`config.mk`:
```
export PLATFORM = sky130hd
export DESIGN_NAME = sevenseg_count_mux_flat
export DESIGN_NICKNAME = d
export VERILOG_FILES = /design/src/rtl/sevenseg_pkg.sv /design/src/rtl/sevenseg_count_mux_if.sv /design/src/rtl/bcd_digit.sv /design/src/rtl/sevenseg_count_mux.sv /design/src/flat_wrapper.sv
export SDC_FILE = /design/constraint.sdc
export NUM_CORES = 1
export LEC_CHECK = 0
export CAP_MARGIN = 10
export CORE_AREA = 2 2 79 81
export CTS_CLUSTER_SIZE = 30
export DETAILED_ROUTE_END_ITERATION = 6
export DIE_AREA = 0 0 81 83
export PLACE_DENSITY = 0.77
export SLEW_MARGIN = 15
export SYNTH_ARGS = -nofsm -noshare
export SYNTH_HDL_FRONTEND = slang
export SYNTH_SLANG_ARGS = --single-unit
```
`constraint.sdc`:
```
create_clock -name clk -period 2.9 [get_ports clk]
set_input_delay 0.29 -clock clk [delete_from_list [all_inputs] [get_ports clk]]
set_output_delay 0.29 -clock clk [all_outputs]
set_load 0.02 [all_outputs]
```
`src/rtl/sevenseg_pkg.sv`:
```
// sevenseg_pkg: shared seven-segment definitions for the counter/display slice.
// Segment bit order on the bus is {g,f,e,d,c,b,a}; all patterns here are
// active-high (1 = segment lit), polarity is applied by the user of the pattern.
package sevenseg_pkg;

  // Bit position of each segment within the seven-bit segment bus.
  typedef enum int unsigned {
    SEG_A = 0,
    SEG_B = 1,
    SEG_C = 2,
    SEG_D = 3,
    SEG_E = 4,
    SEG_F = 5,
    SEG_G = 6
  } seg_bit_e;

  localparam int SEG_W = int'(SEG_G) + 1;

  localparam logic [SEG_W-1:0] SEG_DIGIT [0:9] = '{
    7'h3F, 7'h06, 7'h5B, 7'h4F, 7'h66,
    7'h6D, 7'h7D, 7'h07, 7'h7F, 7'h6F
  };

  localparam logic [SEG_W-1:0] SEG_BLANK = 7'h00;

  // Non-decimal nibble values show nothing rather than a garbage glyph.
  function automatic logic [SEG_W-1:0] bcd_to_seg(input logic [3:0] v);
    logic [SEG_W-1:0] s;
    s = SEG_BLANK;
    if (v <= 4'd9) s = SEG_DIGIT[v];
    return s;
  endfunction

endpackage

```
`src/rtl/sevenseg_count_mux_if.sv`:
```
// sevenseg_count_mux_if: control inputs and display/pulse outputs of the
// multiplexed counter. The master side is the fabric logic that enables and
// clears the count; the slave side is the counter/display block itself.
interface sevenseg_count_mux_if
  import sevenseg_pkg::*;
#(
  parameter int DIGITS = 4
);
  logic             en;
  logic             clr;
  logic [SEG_W-1:0] seg;
  logic [DIGITS-1:0] an;
  logic             tick;
  logic             wrap;

  modport master (output en, clr, input seg, an, tick, wrap);
  modport slave  (input en, clr, output seg, an, tick, wrap);
endinterface

```
`src/rtl/bcd_digit.sv`:
```
// bcd_digit: one decade of the BCD counter. carry is combinational so a chain
// of these ripples an increment through all-9 digits within a single cycle.
module bcd_digit (
  input  logic       clk,
  input  logic       rst,
  input  logic       clr,
  input  logic       inc,
  output logic [3:0] value,
  output logic       carry
);

  // Decade count 0..9; reset and clear both win over an increment.
  always_ff @(posedge clk) begin
    if (rst || clr) begin
      value <= 4'd0;
    end else if (inc) begin
      value <= (value == 4'd9) ? 4'd0 : value + 4'd1;
    end
  end

  assign carry = inc && (value == 4'd9);

endmodule

```
`src/rtl/sevenseg_count_mux.sv`:
```
// sevenseg_count_mux: prescaled DIGITS-wide BCD counter with a time-multiplexed
// seven-segment drive. Optional leading-zero blanking is enabled by defining
// the macro SEVENSEG_LZB_EN; without it every digit shows its decoded value.
module sevenseg_count_mux
  import sevenseg_pkg::*;
#(
  parameter int DIGITS         = 4,
  parameter int TICK_DIV       = 20000000,
  parameter int SCAN_DIV       = 20000,
  parameter int SEG_ACTIVE_LOW = 1,
  parameter int AN_ACTIVE_LOW  = 1
) (
  input logic clk,
  input logic rst,
  sevenseg_count_mux_if.slave bus
);

  localparam int PW = $clog2(TICK_DIV);
  localparam int SW = (SCAN_DIV > 1) ? $clog2(SCAN_DIV) : 1;
  localparam int IW = (DIGITS > 1) ? $clog2(DIGITS) : 1;

  localparam logic [PW-1:0] PSC_LAST  = PW'(TICK_DIV - 1);
  localparam logic [SW-1:0] SCAN_LAST = SW'(SCAN_DIV - 1);
  localparam logic [IW-1:0] IDX_LAST  = IW'(DIGITS - 1);

  localparam logic [SEG_W-1:0]  SEG_OFF = (SEG_ACTIVE_LOW != 0) ? ~SEG_BLANK : SEG_BLANK;
  localparam logic [DIGITS-1:0] AN_OFF  = (AN_ACTIVE_LOW != 0) ? {DIGITS{1'b1}} : {DIGITS{1'b0}};

  logic [PW-1:0]     psc;
  logic [SW-1:0]     scan;
  logic [IW-1:0]     idx;
  logic              tick;
  logic [DIGITS-1:0] inc;
  logic [DIGITS-1:0] carry;
  logic [3:0]        val [DIGITS];
  logic [DIGITS-1:0] blank;
  logic [3:0]        cur_val;
  logic              cur_blank;
  logic [DIGITS-1:0] sel;
  logic [SEG_W-1:0]  seg_hi;
  logic [SEG_W-1:0]  seg_q;
  logic [DIGITS-1:0] an_q;

  // A clear in the terminal cycle wins, so no tick (and hence no wrap) escapes.
  assign tick = bus.en && !bus.clr && !rst && (psc == PSC_LAST);

  // Prescaler: holds its value while disabled so no partial period is lost.
  always_ff @(posedge clk) begin
    if (rst || bus.clr) begin
      psc <= '0;
    end else if (bus.en) begin
      psc <= (psc == PSC_LAST) ? '0 : psc + 1'b1;
    end
  end

  for (genvar k = 0; k < DIGITS; k++) begin : g_digit
    if (k == 0) begin : g_lsd
      assign inc[k] = tick;
    end else begin : g_upper
      assign inc[k] = carry[k-1];
    end
    bcd_digit u_digit (
      .clk   (clk),
      .rst   (rst),
      .clr   (bus.clr),
      .inc   (inc[k]),
      .value (val[k]),
      .carry (carry[k])
    );
  end

  // The top digit only carries out when every digit was 9, i.e. a rollover.
  assign bus.wrap = carry[DIGITS-1];
  assign bus.tick = tick;

  // Scan timer and digit index run freely, independent of the count enable.
  always_ff @(posedge clk) begin
    if (rst) begin
      scan <= '0;
      idx  <= '0;
    end else if (scan == SCAN_LAST) begin
      scan <= '0;
      idx  <= (idx == IDX_LAST) ? '0 : idx + 1'b1;
    end else begin
      scan <= scan + 1'b1;
    end
  end

  // Blank mask: digit k>0 is dark when it and every higher digit are zero.
  always_comb begin
    blank = '0;
`ifdef SEVENSEG_LZB_EN
    for (int k = DIGITS - 1; k > 0; k--) begin
      blank[k] = 1'b1;
      for (int j = k; j < DIGITS; j++) begin
        if (val[j] != 4'd0) blank[k] = 1'b0;
      end
    end
`endif
  end

  // Select the nibble, blank flag and anode line for the current scan index.
  always_comb begin
    cur_val   = 4'd0;
    cur_blank = 1'b0;
    sel       = '0;
    for (int k = 0; k < DIGITS; k++) begin
      if (idx == IW'(k)) begin
        cur_val   = val[k];
        cur_blank = blank[k];
        sel[k]    = 1'b1;
      end
    end
  end

  assign seg_hi = cur_blank ? SEG_BLANK : bcd_to_seg(cur_val);

  // Register seg and an together so the pins never show a mismatched pair.
  always_ff @(posedge clk) begin
    if (rst) begin
      seg_q <= SEG_OFF;
      an_q  <= AN_OFF;
    end else begin
      seg_q <= (SEG_ACTIVE_LOW != 0) ? ~seg_hi : seg_hi;
      an_q  <= (AN_ACTIVE_LOW != 0) ? ~sel : sel;
    end
  end

  assign bus.seg = seg_q;
  assign bus.an  = an_q;

endmodule

```
`src/flat_wrapper.sv`:
```
// flat-port wrapper written by rule: the top's interface ports become plain ports
module sevenseg_count_mux_flat import sevenseg_pkg::*;
#(
  parameter int DIGITS         = 4,
  parameter int TICK_DIV       = 20000000,
  parameter int SCAN_DIV       = 20000,
  parameter int SEG_ACTIVE_LOW = 1,
  parameter int AN_ACTIVE_LOW  = 1
)
  (clk, rst, bus_en, bus_clr, bus_seg, bus_an, bus_tick, bus_wrap);
  sevenseg_count_mux_if #(.DIGITS(DIGITS)) bus_i ();
  input logic clk;
  input logic rst;
  input wire logic [$bits(bus_i.en)-1:0] bus_en;
  input wire logic [$bits(bus_i.clr)-1:0] bus_clr;
  output wire logic [$bits(bus_i.seg)-1:0] bus_seg;
  output wire logic [$bits(bus_i.an)-1:0] bus_an;
  output wire logic [$bits(bus_i.tick)-1:0] bus_tick;
  output wire logic [$bits(bus_i.wrap)-1:0] bus_wrap;
  assign bus_i.en = bus_en;
  assign bus_i.clr = bus_clr;
  assign bus_seg = bus_i.seg;
  assign bus_an = bus_i.an;
  assign bus_tick = bus_i.tick;
  assign bus_wrap = bus_i.wrap;
  sevenseg_count_mux #(.DIGITS(DIGITS), .TICK_DIV(TICK_DIV), .SCAN_DIV(SCAN_DIV), .SEG_ACTIVE_LOW(SEG_ACTIVE_LOW), .AN_ACTIVE_LOW(AN_ACTIVE_LOW)) u_core (.clk(clk), .rst(rst), .bus(bus_i));
endmodule
```
Word-level counts from Yosys, hierarchy flattened
Memories as Yosys holds them, arrays and structs flattened.
Index checks and enable logic that the tools add are counted.
W data, S select, Z words.
{ "word_totals": {"mem_bits_rw": 0, "latch_bits": 0, "romBits": 112, "n_memories": 1, "ff_bits": 69, "out_inout_bits": 13, "in_bits": 4, "elab_cells": 60} }
{ "op_classes": {"add_sub_neg": 7, "n_eq_ne": 9, "div": 0, "shift": 0, "mul": 0, "reduce_logical": 12, "magnitude_cmp": 2, "bitwise": 3, "mux": 17} }
{ "mem_list": {"columns": ["memory", "depth", "width", "rd", "rd_clocked_by_memory_dff", "wr", "line_no", "rtl"], "rows": [
  ["(name not given)", 16, 7, 1, 0, 0, "sevenseg_pkg.sv:30", "if (v <= 4'd9) s = SEG_DIGIT[v];"]
]} }
{ "ops": {"columns": ["cell", "n"], "rows": [
  ["$mux W4", 8],
  ["$add A25 B1 Y25 const B", 1],
  ["$eq A25 B25 Y1 const B", 1],
  ["$mux W25", 1],
  ["$mux W7", 3],
  ["$add A4 B1 Y4 const B", 4],
  ["$eq A4 B4 Y1 const B", 4],
  ["$add A15 B1 Y15 const B", 1],
  ["$eq A15 B15 Y1 const B", 1],
  ["$logic_and A1 B1 Y1", 7],
  ["$not A7 Y7", 1],
  ["$ge A5 B5 Y1 const B", 1],
  ["$not A4 Y5", 1],
  ["$eq A2 B2 Y1 const B", 2],
  ["$le A4 B4 Y1 const B", 1],
  ["$mux W1", 4],
  ["$not A4 Y4", 1],
  ["$add A2 B1 Y2 const B", 1],
  ["$eq A2 B1 Y1 const B", 1],
  ["$logic_not A1 Y1", 2],
  ["$logic_not A2 Y1", 1],
  ["$mux W2", 1],
  ["$reduce_or A2 Y1", 1],
  ["$logic_or A1 B1 Y1", 1]
]} }

Logic depth before layout (Yosys ltp)
{ "depth": {"depth_word": 11, "depth_mapped": 11, "mapped_depth_nobuf": 10} }

By module
A second synthesis with hierarchy kept.
{ "unflattened": {"hier_cells": 360, "area_unflattened_um2": 3285.7} }
{ "modules_own_cells": {"columns": ["module", "n_inst", "cells_each", "area_each_um2"], "rows": [
  ["sevenseg_count_mux", 1, 280, 2514.9],
  ["bcd_digit", 4, 20, 192.7]
]} }

Least setup slack after synthesis
Ideal clock, no wire load.
{ "synth_path": {"kind": "register -> register", "startpoint": "register u_core.idx[1]", "endpoint": "register u_core.seg_q[3] (netlist: u_core.bus.seg[3])", "required_ns": 2.784, "slack_ns": 0.759, "synth_period_minus_slack_ns": 2.141, "n_path_buf": 2, "setup_ns": 0.116, "path_stages_with_launch": 11, "arrival_ns": 2.025, "path_cell_list": "dfxtp_1 inv_1 ha_1 clkbuf_1 o211a_1 or2_2 clkbuf_1 ha_1 o21ai_0 o211ai_1 a31o_2"} }
{ "synth_via": {"elab_chain_cells": 11, "elab_cells_between_ends": 15, "cone_classes": "order compare (1); eq/ne (3); mux (7); bitwise (2); reduce/logical (1); memory (1)"} }
{ "synth_rtl": {"columns": ["element", "line_no", "rtl"], "rows": [
  ["start: declaration", "sevenseg_count_mux.sv:31", "logic [IW-1:0] idx;"],
  ["start signal: assignment", "sevenseg_count_mux.sv:83", "idx <= (idx == IDX_LAST) ? '0 : idx + 1'b1;"],
  ["$logic_not A2 Y1", "sevenseg_count_mux.sv:108", "if (idx == IW'(k)) begin"],
  ["$mux W4 (3 in a row)", "sevenseg_count_mux.sv:108", null],
  ["$mux W4 *", "sevenseg_count_mux.sv:108", null],
  ["$not A4 Y5 (not written as such)", "sevenseg_pkg.sv:30", null],
  ["$mem_v2 Z16 W7", null, null],
  ["$mux W7 (not written as such) (2 in a row)", "sevenseg_pkg.sv:30", null],
  ["$mux W7 *", "sevenseg_pkg.sv:30", null],
  ["$not A7 Y7 *", "sevenseg_count_mux.sv:124", "seg_q <= (SEG_ACTIVE_LOW != 0) ? ~seg_hi : seg_hi;"],
  ["end signal: assignment", "sevenseg_count_mux.sv:124", null],
  ["end: declaration", "sevenseg_count_mux.sv:41", "logic [SEG_W-1:0] seg_q;"]
]} }
Every way passes the cells marked *; elsewhere a longest branch is shown, timed or not. The select of a mux whose other input is x is not followed.
A chain may end at the register's enable or synchronous reset.

Worst setup path after layout
{ "layout_path": {"startpoint": "register u_core.psc[0]", "endpoint": "output port bus_wrap"} }
{ "layout_via": {"elab_chain_cells": 6} }
{ "layout_rtl": {"columns": ["element", "line_no", "rtl"], "rows": [
  ["start: declaration", "sevenseg_count_mux.sv:29", "logic [PW-1:0] psc;"],
  ["start signal: assignment", "sevenseg_count_mux.sv:52", "psc <= (psc == PSC_LAST) ? '0 : psc + 1'b1;"],
  ["$eq A25 B25 Y1", "sevenseg_count_mux.sv:45", "assign tick = bus.en && !bus.clr && !rst && (psc == PSC_LAST);"],
  ["$logic_and A1 B1 Y1", "sevenseg_count_mux.sv:45", null],
  ["$logic_and A1 B1 Y1 (4 in a row)", "bcd_digit.sv:21", "assign carry = inc && (value == 4'd9);"],
  ["end: declaration", "flat_wrapper.sv:19", "output wire logic [$bits(bus_i.wrap)-1:0] bus_wrap;"]
]} }
Every way passes these cells.

==> impl_metrics.tcl <==
set metrics [dict create \
    rsz0062_at_grt "no" \
    grt_usage_pct 19.7 \
    initial_core_util_pct 59.1 \
    start_kind "flip-flop" \
    first_global_vias 2465 \
    hold_violations 0 \
    cts_tree "yes" \
    status "finished, final reports clean" \
    dpl.hpwl_mm 4.34 \
    nNetsFinal 423 \
    power_leakage_nw 1.38 \
    syn_area_per_cell_um2 8.74 \
    gp_congestion 0.857 \
    ys_ff_latch 69 \
    clock_latency_ns 0.34 \
    io_pins 17 \
    critPathArrivalTime_ns 2.44 \
    cp.required_ns 2.61 \
    coreArea_mm2 0.00582 \
    cts_root_buffer "clkbuf_8" \
    drt-vias-per-instance 5.46 \
    cts_setup_buffers 0 \
    power_density_mw_per_mm2 452 \
    htreeDepth 3 \
    antenna_found_initial 0 \
    finalCritPeriodShare_pct 94.1 \
    fin_skew_ns 0.00552 \
    synth_nets 406 \
    final-seq-area_mm2 0.00138 \
    slew-limit-headroom_pct 68.4 \
    synthFlopType "dfxtp_1" \
    peakVddDrop_uv 248 \
    grt_pass1_wl_mm 10.6 \
    firstDrtPassIters 4 \
    area_growth_pct 12.2 \
    setup_viol 0 \
    tightest_slew_ns 0.474 \
    die_w_um 81 \
    async_flop_share_pct 0 \
    synth_top_area_cell "dfxtp_1" \
    numCtsBuffers 9 \
    port_buffers 16 \
    hold_buffers 0 \
    fill_cells 487 \
    rows 28 \
    yosysSeqAreaShare_pct 40.2 \
    cts_buffer_depth 2 \
    drtIter0Drc 112 \
    synthTopCellsByArea "dfxtp_1, nor2_1, xor2_1" \
    grt_max_degree 23 \
    wl_per_cell_um 12.5 \
    routed_wl_mm 6.12 \
    fp.dieH_um 83 \
    hold_class "flip-flop to flip-flop" \
    antennaDiodeCount 0 \
    cts_resized 0 \
    cap_violations 0 \
    crit_type "flip-flop to output pin" \
    synth_edf_count 0 \
    route.detailed.drc 0 \
    synth_top_area_share_pct 40.2 \
    drive_gt1_share_pct 10.4 \
    period_needed_ns 2.73 \
    synth_warnings 0 \
    detail-route-antenna-nets 0 \
    max_freq_ghz 0.366 \
    die_area_mm2 0.00672 \
    grt.overflow.total 0 \
    cp_max_fo 4 \
    slew_violations 0 \
    syn-cell-area_mm2 0.00344 \
    pre_cts_slack_ns 0.334 \
    clk_pin_slew_worst_paths_ns 0.07 \
    multi_input_area_mm2 0.00192 \
    endpoint_kind "output pin" \
    cts.sink_count 69 \
    fin_ws_ns 0.170 \
    synth_cells 393 \
    tns_ns 0 \
    holdWs_ns 0.476 \
    ys_types 54 \
    vias 2676 \
]
==> kinds of logic (layout without fill, tap and decap cells) <==
group	after synthesis	after routing	share of synthesized area [%]
fa+ha+maj	9	9	3.28
compound gates	44	44	8.81
flops	69	69	40.2
simple gates	192	192	31.5
mux	6	6	1.75
buf+inv	32	54	4.04
xor+xnor	41	41	10.5
==> metrics by stage <==
stage / utilization [%] / instance area [um2] / cells / total power, mW
after floorplan: - / 3440 / 393 / 1.02
after global placement: 63.1 / 3670 / 474 / 1.04
after detailed placement: 63.1 / 3670 / 474 / 1.04
after CTS: 66.3 / 3850 / 490 / 1.76
after global routing: 66.3 / 3850 / 490 / 1.80
final: 66.3 / 3850 / 490 / 1.74
==> placed cells by master, fill, tap and decap left out, types with 4 or more instances in the layout <==
master	n
ha_1	9
xor2_1	21
xnor2_1	20
o21ai_0	5
nor2_1	64
nor3_1	10
nor2b_1	4
clkdlybuf4s50_1	16
nand4_1	12
mux2i_1	6
nand3b_1	5
inv_1	13
and4_1	7
nand2_1	30
a31oi_1	4
a21o_1	4
dfxtp_1	69
nand2b_1	8
and3_1	10
nand3_1	17
buf_4	9
a21oi_1	12
clkbuf_8	11
==> Yosys cell counts (all sizes together) (4+ instances only) <==
cell type	number
nand2	30
nand3b	5
a21oi	12
nand3	17
o21ai	5
nand4	15
and3	10
nand2b	8
nor4b	4
nor2	64
dfxtp	69
and4	7
xor2	21
ha	9
nor4	5
a31oi	4
nor3	13
a21o	4
inv	13
nor2b	4
clkbuf	10
buf	9
xnor2	20
mux2i	6
==> worst paths after layout <==
| path | startpoint | endpoint | slack [ns] | cells past startpoint |
|---|---|---|---|---|
| worst min-delay path | u_core.scan[0]$_SDFF_PP0_ | u_core.scan[0]$_SDFF_PP0_ | 0.48 | 1 |
| worst max register to register | u_core.idx[0]$_SDFFE_PP0P_ | u_core.bus.seg[3]$_SDFF_PP1_ | 0.57 | 8 |
| worst max-delay path | u_core.psc[0]$_SDFFE_PP0P_ | bus_wrap | 0.17 | 6 |
| worst min register to register | u_core.scan[0]$_SDFF_PP0_ | u_core.scan[0]$_SDFF_PP0_ | 0.48 | 1 |
==> routing by layer <==
metal | vias to the layer above | part of all wire, % | GRT usage (%)
li1 | 1394 | - | -
met1 | 1233 | 50 | 25.2
met2 | 40 | 46 | 31.3
met3 | 9 | 2.8 | 3.70
met4 | 0 | 1.9 | 9.86
met5 | - | 0 | 0
==> where the power goes <==
group / internal, mW / total, mW / switching (mW)
Combinational: 0.0266 / 0.0588 / 0.0323
Clock: 0.357 / 0.720 / 0.363
Sequential: 0.957 / 0.962 / 0.00529
Total: 1.34 / 1.74 / 0.401
==> area by class of cell <==
class                   count  area share [%]
repair buffers             25            5.91
clock buffers              11            3.93
flip-flops and latches     69            35.8
multi-input cells         292            49.7
clock inverters             5           0.909
well taps                  75            2.44
inverters                  13            1.27
==> registers in the layout (all words and copies together) (netlist names) <==
name / count
u_core.bus.seg: 7
u_core.bus.an: 4
u_core.psc: 25
u_core.idx: 2
u_core.g_digit.u_digit.value: 16
u_core.scan: 15
==> worst max-delay path: stages (launching register included) <==
cell and delay, ns:
dfxtp_1 0.36, ha_1 0.21, and4_1 0.29, nand4_4 0.13, nor4_4 0.32, and3_1 0.20
clkdlybuf4s50_1 0.59
No activity file was read; power rests on OpenSTA's default activity.
